<file path="src/rtl/cp0_regfile.sv">
// CP0 register file: BadVAddr, Count, Compare, Status, Cause, EPC and ErrorEPC.
// Handles MTC0/MFC0, the Count/Compare timer, interrupt sampling, exception entry and ERET.
module cp0_regfile #(
    parameter int N_HWINT    = 6,
    parameter int COUNT_DIV  = 2,
    parameter int TIMER_LINE = 5
) (
    input  logic               clk,
    input  logic               resetn,
    input  logic [4:0]         raddr,
    output logic [31:0]        rdata,
    input  logic               we,
    input  logic [4:0]         waddr,
    input  logic [31:0]        wdata,
    input  logic               exc_valid,
    input  logic [4:0]         exc_code,
    input  logic [31:0]        exc_pc,
    input  logic               exc_bd,
    input  logic               exc_badv_we,
    input  logic [31:0]        exc_badvaddr,
    input  logic               eret,
    input  logic [N_HWINT-1:0] hw_int,
    output logic               int_req,
    output logic [31:0]        status_o,
    output logic [31:0]        cause_o,
    output logic [31:0]        epc_o
);

    localparam logic [4:0] REG_BADVADDR = 5'd8;
    localparam logic [4:0] REG_COUNT    = 5'd9;
    localparam logic [4:0] REG_COMPARE  = 5'd11;
    localparam logic [4:0] REG_STATUS   = 5'd12;
    localparam logic [4:0] REG_CAUSE    = 5'd13;
    localparam logic [4:0] REG_EPC      = 5'd14;
    localparam logic [4:0] REG_ERROREPC = 5'd30;

    localparam logic [31:0] STATUS_RST = 32'h0040_0000;
    localparam logic [31:0] STATUS_M   = 32'h0000_FF03;
    localparam logic [31:0] CAUSE_M    = 32'h0000_0300;

    localparam int DIV_W = (COUNT_DIV > 1) ? $clog2(COUNT_DIV) : 1;
    localparam logic [DIV_W-1:0] DIV_LAST = DIV_W'(COUNT_DIV - 1);

    logic [31:0]      badvaddr_q, badvaddr_d;
    logic [31:0]      count_q, count_d;
    logic [31:0]      compare_q, compare_d;
    logic [31:0]      status_q, status_d;
    logic [31:0]      cause_q, cause_d;
    logic [31:0]      epc_q, epc_d;
    logic [31:0]      errorepc_q, errorepc_d;
    logic [DIV_W-1:0] div_q, div_d;
    logic             int_req_q, int_req_d;

    logic             wr;
    logic             tick;
    logic [5:0]       hw_ext;

    always_comb begin
        badvaddr_d = badvaddr_q;
        count_d    = count_q;
        compare_d  = compare_q;
        status_d   = status_q;
        cause_d    = cause_q;
        epc_d      = epc_q;
        errorepc_d = errorepc_q;
        div_d      = div_q;
        hw_ext     = '0;

        // An exception in the same cycle swallows any MTC0.
        wr   = we & ~exc_valid;
        tick = (div_q == DIV_LAST);

        if (wr) begin
            case (waddr)
                REG_COMPARE:  compare_d  = wdata;
                REG_STATUS:   status_d   = (status_q & ~STATUS_M) | (wdata & STATUS_M);
                REG_CAUSE:    cause_d    = (cause_q & ~CAUSE_M) | (wdata & CAUSE_M);
                REG_EPC:      epc_d      = wdata;
                REG_ERROREPC: errorepc_d = wdata;
                default:      ;
            endcase
        end

        if (wr && waddr == REG_COUNT) begin
            count_d = wdata;
            div_d   = '0;
        end else begin
            div_d   = tick ? '0 : div_q + DIV_W'(1);
            count_d = count_q + {31'b0, tick};
        end

        // Compare write clears TI and beats a coincident match.
        if (wr && waddr == REG_COMPARE) begin
            cause_d[30] = 1'b0;
        end else if (count_d == compare_q) begin
            cause_d[30] = 1'b1;
        end

        hw_ext[N_HWINT-1:0]       = hw_int;
        cause_d[15:10]            = hw_ext;
        cause_d[10 + TIMER_LINE]  = hw_ext[TIMER_LINE] | cause_d[30];

        if (exc_valid) begin
            cause_d[6:2] = exc_code;
            if (!status_q[1]) begin
                epc_d       = exc_bd ? exc_pc - 32'd4 : exc_pc;
                cause_d[31] = exc_bd;
            end
            status_d[1] = 1'b1;
            if (exc_badv_we) begin
                badvaddr_d = exc_badvaddr;
            end
        end else if (eret) begin
            status_d[1] = 1'b0;
        end

        // Built from registered state so the request lags the causing edge by one cycle.
        int_req_d = status_q[0] & ~status_q[1] & (|(cause_q[15:8] & status_q[15:8]));
    end

    always_ff @(posedge clk or negedge resetn) begin
        if (!resetn) begin
            badvaddr_q <= '0;
            count_q    <= '0;
            compare_q  <= '0;
            status_q   <= STATUS_RST;
            cause_q    <= '0;
            epc_q      <= '0;
            errorepc_q <= '0;
            div_q      <= '0;
            int_req_q  <= 1'b0;
        end else begin
            badvaddr_q <= badvaddr_d;
            count_q    <= count_d;
            compare_q  <= compare_d;
            status_q   <= status_d;
            cause_q    <= cause_d;
            epc_q      <= epc_d;
            errorepc_q <= errorepc_d;
            div_q      <= div_d;
            int_req_q  <= int_req_d;
        end
    end

    always_comb begin
        case (raddr)
            REG_BADVADDR: rdata = badvaddr_q;
            REG_COUNT:    rdata = count_q;
            REG_COMPARE:  rdata = compare_q;
            REG_STATUS:   rdata = status_q;
            REG_CAUSE:    rdata = cause_q;
            REG_EPC:      rdata = epc_q;
            REG_ERROREPC: rdata = errorepc_q;
            default:      rdata = 32'h0;
        endcase
    end

    assign int_req  = int_req_q;
    assign status_o = status_q;
    assign cause_o  = cause_q;
    assign epc_o    = epc_q;

endmodule
</file>
<file path="config.mk">
export PLATFORM = sky130hd
export DESIGN_NAME = cp0_regfile
export DESIGN_NICKNAME = d
export VERILOG_FILES = /design/src/rtl/cp0_regfile.sv
export SDC_FILE = /design/constraint.sdc
export NUM_CORES = 1
export LEC_CHECK = 0
export CAP_MARGIN = 20
export CELL_PAD_IN_SITES_DETAIL_PLACEMENT = 0
export CELL_PAD_IN_SITES_GLOBAL_PLACEMENT = 1
export CORE_MARGIN = 2
export CORE_UTILIZATION = 40
export CTS_BUF_LIST = sky130_fd_sc_hd__clkbuf_8
export DETAILED_ROUTE_END_ITERATION = 12
export PLACE_DENSITY_LB_ADDON = 0.1
export REMOVE_ABC_BUFFERS = 1
export SETUP_SLACK_MARGIN = 0.1
export SKIP_LAST_GASP = 1
export SLEW_MARGIN = 20
export SYNTH_ARGS = -nofsm -noshare
export SYNTH_HDL_FRONTEND = slang
export SYNTH_SLANG_ARGS = --single-unit
</file>
<file path="constraint.sdc">
create_clock -name clk -period 2.77 [get_ports clk]
set_input_delay 0.4155 -clock clk [delete_from_list [all_inputs] [get_ports clk]]
set_output_delay 0.4155 -clock clk [all_outputs]
set_load 0.05 [all_outputs]
</file>
==> summary.txt <==
Power
  – Share of power burned in registers: 38.6%
  – Power Dens Cells: 618 mW/mm^2
  – Internal: 5760 uW
  – Clock share of power: 19.0%
  – Sw Pwr: 4180 uW
  – Worst VDD drop: 0.394 mV
  – Leakage: 0.00678 uW
  – Combinational share of power: 42.4%
  – Sw frac: 42.1%

GRT
  – Initial antenna violation count: 0
  – Total global-route track usage: 29.4%
  – Total grt overflow: 0
  – Pin count of the biggest net entering global routing: 78
  – First-pass GRT wire length: 63400 microns
  – Vias in the first global route: 10200

Final layout
  – P&R area growth vs syn: 45.7%
  – Non-filler instance count after layout: 1808
  – Antenna diode count: 0
  – Final Cell Area: 0.0161 sq mm
  – Final Net Count: 1581
  – Share of cells above drive strength 1: 31.4%

Synthesis
  – Yosys warnings: 0
  – Primary FF master, synth: dfrtp_1
  – Register area share after synthesis: 42.4%
  – Average size of a mapped cell: 10.2 sq um
  – Post-synth EDFFs: 0
  – Post-Syn Area: 0.0110 sq mm
  – Instance count of the mapped netlist: 1086
  – Netlist cell types: 74
  – Async SR Flop Fraction: 100%
  – Yosys reg bits: 187

Critical path
  – Kind of critical path: reg -> reg
  – Crit Path Max Fanout: 4
  – Max incr delay on CP: 480 ps
  – Worst EP required: 3140 ps
  – Arr. time, crit path: 3050 ps
  – Cell mode on critical path: buf_4
  – Cell at the slowest stage of the critical path: nor4_1
  – CP startpoint kind: flop
  – Crit-path cells: ha_4 -> buf_4 -> buf_4 -> and4_4 -> nand4_1 -> buf_4 -> nor4_1 -> a2111oi_2 -> buf_4 -> nor2_1 -> nor4_2 -> o2111ai_2 -> o21ai_1
  – CP Capture Type: flop

STA
  – Worst hold margin: 358 ps
  – Crit path time final: 2680 ps
  – Slew @ Worst Pin: 708 ps
  – Slew Limit Fails: 0
  – Final Hold Viols: 0
  – Setup TNS: 0 ps
  – Unrepaired setup endpoints after global routing: yes
  – Worst rel slew slack: 52.8%
  – Fmax: 373 MHz
  – Tcrit/Tclk final: 96.7%
  – Min setup slack post-route: 91.7 ps
  – Final Skew: 19.9 ps
  – Final setup fails: 0

Route
  – Total number of vias: 10000
  – Via density: 5.54
  – Wire per inst: 23.1 microns
  – First-pass DRT Iterations: 5
  – Initial DRC Count: 600
  – Antenna Nets Post-Route: 0
  – Final Routed Wirelength: 41700 microns
  – Drt drc: 0

Die
  – Core area: 0.0270 sq mm
  – Die Ht: 170 microns
  – I/O Pins: 253
  – Initial Util: 40.8%
  – Die W: 170 microns
  – Row Count: 60
  – Die ar.: 0.0289 sq mm

Placement
  – Final HPWL DP: 32000 microns
  – Post-Place Cells: 1750
  – Post-Place Worst Slack: -331 ps
  – Post-Place Cell Area: 0.0150 sq mm
  – IO buf count: 213
  – Placer Congestion: 0.947

Clock tree
  – CTS buffer count: 17
  – CTS max path bufs: 2
  – Clk_lat worst skew: 490 ps
  – H-tree depth: 4
  – CTS tree: built
  – Clk sink count: 187
  – CTS clk-pin slew, worst paths: 110 ps
  – Clock root cell: clkbuf_8

Run
  – Max cap viols: 0

Status
  – Status: finished clean

Hold path
  – Min-Delay Path Class: in -> reg
-- state kept, by name, indices dropped and copies added (netlist names) --
register,cells
badvaddr_q,32
cause_o,15
compare_q,32
count_q,32
div_q,1
epc_o,32
errorepc_q,32
int_req,1
status_o,10
-- synth_stat cells, types with 6 or more instances --
master | n | area (sq um)
a21oi_1 | 62 | 310
a221o_1 | 15 | 150
a221oi_1 | 9 | 78.8
a22oi_1 | 17 | 128
a31oi_1 | 7 | 43.8
buf_1 | 9 | 33.8
buf_2 | 14 | 70.1
buf_4 | 39 | 293
clkbuf_1 | 41 | 154
dfrtp_1 | 187 | 4680
inv_1 | 18 | 67.6
mux2_2 | 127 | 1430
mux2i_1 | 66 | 661
nand2_1 | 67 | 251
nand3_1 | 22 | 110
nand4_1 | 15 | 93.8
nor2_1 | 89 | 334
nor3_1 | 24 | 120
nor4_1 | 17 | 106
o21ai_0 | 45 | 225
o221ai_1 | 10 | 87.6
or3_1 | 6 | 37.5
or4_1 | 6 | 45.0
xnor2_1 | 45 | 394
xor2_1 | 41 | 359
-- repair_timing --
item | 4_1_cts | 5_1_grt
hold endpoints to repair | 59 | 0
gates cloned | 2 | 1
setup endpoints to repair | 34 | 12
setup buffers | 14 | 8
gates resized for setup | 49 | 41
hold buffers | 1 | 0
pin swaps | 19 | 27
-- power groups by stage --
stage	clock network [uW]	registers, uW	logic, uW
4_1_cts	1930	3810	4030
2_1_floorplan	0	4150	1650
5_1_grt	2030	3900	4500
3_3_place_gp	0	3830	3880
6_report	1880	3840	4220
3_5_place_dp	0	3840	3890
-- placed cells by master, fill, tap and decap left out, types with 8 or more instances in the layout --
| cell | netlist | layout |
|---|---|---|
| a21oi_1 | 62 | 59 |
| a221o_1 | 15 | 15 |
| a22oi_1 | 17 | 17 |
| buf_12 | 0 | 43 |
| buf_4 | 39 | 176 |
| buf_6 | 1 | 9 |
| clkbuf_8 | 0 | 18 |
| clkdlybuf4s50_1 | 0 | 176 |
| conb_1 | 2 | 39 |
| dfrtp_1 | 187 | 187 |
| inv_1 | 18 | 19 |
| mux2_2 | 127 | 127 |
| mux2i_1 | 66 | 66 |
| nand2_1 | 67 | 65 |
| nand3_1 | 22 | 16 |
| nand4_1 | 15 | 15 |
| nor2_1 | 89 | 85 |
| nor3_1 | 24 | 22 |
| nor4_1 | 17 | 8 |
| o21ai_0 | 45 | 39 |
| o21ai_1 | 2 | 8 |
| o221ai_1 | 10 | 9 |
| xnor2_1 | 45 | 41 |
| xor2_1 | 41 | 40 |
-- worst paths after layout --
| check | from | endpoint | slack (ps) | cells past startpoint |
|---|---|---|---|---|
| worst max register to register | div_q | cause_o[15] | 90 | 13 |
| max in group asynchronous | resetn | epc_o[25] | 1540 | 3 |
| min in group asynchronous | resetn | epc_o[8] | 530 | 2 |
| worst min register to register | errorepc_q[26] | errorepc_q[26] | 520 | 1 |
| worst max-delay path | div_q | cause_o[15] | 90 | 13 |
| worst min-delay path | hw_int[3] | cause_o[13] | 360 | 1 |
-- final cells by class --
class	instances	area, sq um
fill	2388	11000
multi-input combinational	814	6270
sequential	187	4680
timing repair buffer	416	4230
tap	341	427
clock buffer	17	234
clock inverter	15	158
inverter	18	67.6
-- per-stage QoR --
step,util (%),total power (uW)
after global routing,59.5,10400
after global placement,55.4,7710
final,59.5,9940
after floorplan,-,5800
after detailed placement,55.4,7730
after CTS,58.3,9770
-- per-layer routing --
metal	track usage (%)	routed length (microns)
met1	41.8	19300
met2	47.6	19600
met3	4.14	2220
met4	6.80	610
met5	0	0
-- cells by family after synthesis --
| group | after synthesis | share of synthesized area [%] |
|---|---|---|
| buffers and inverters | 122 | 5.71 |
| multiplexers | 193 | 19.0 |
| XOR/XNOR | 87 | 7.03 |
| other | 2 | 0.0681 |
| adder cells (fa/ha/maj) | 3 | 0.340 |
| flip-flops | 187 | 42.4 |
| AND/OR/NAND/NOR | 288 | 13.2 |
| AO/OA/AOI/OAI | 204 | 12.2 |
-- critical path, delay by kind of cell, from the launching register on --
family	cells	cell delay, ps
buffers and inverters	4	560
and+or+nand+nor	5	1080
adders and majority gates	1	190
DFF	1	410
AOI/OAI and AO/OA	3	320
Note: power is estimated with default switching activity, not from simulation.
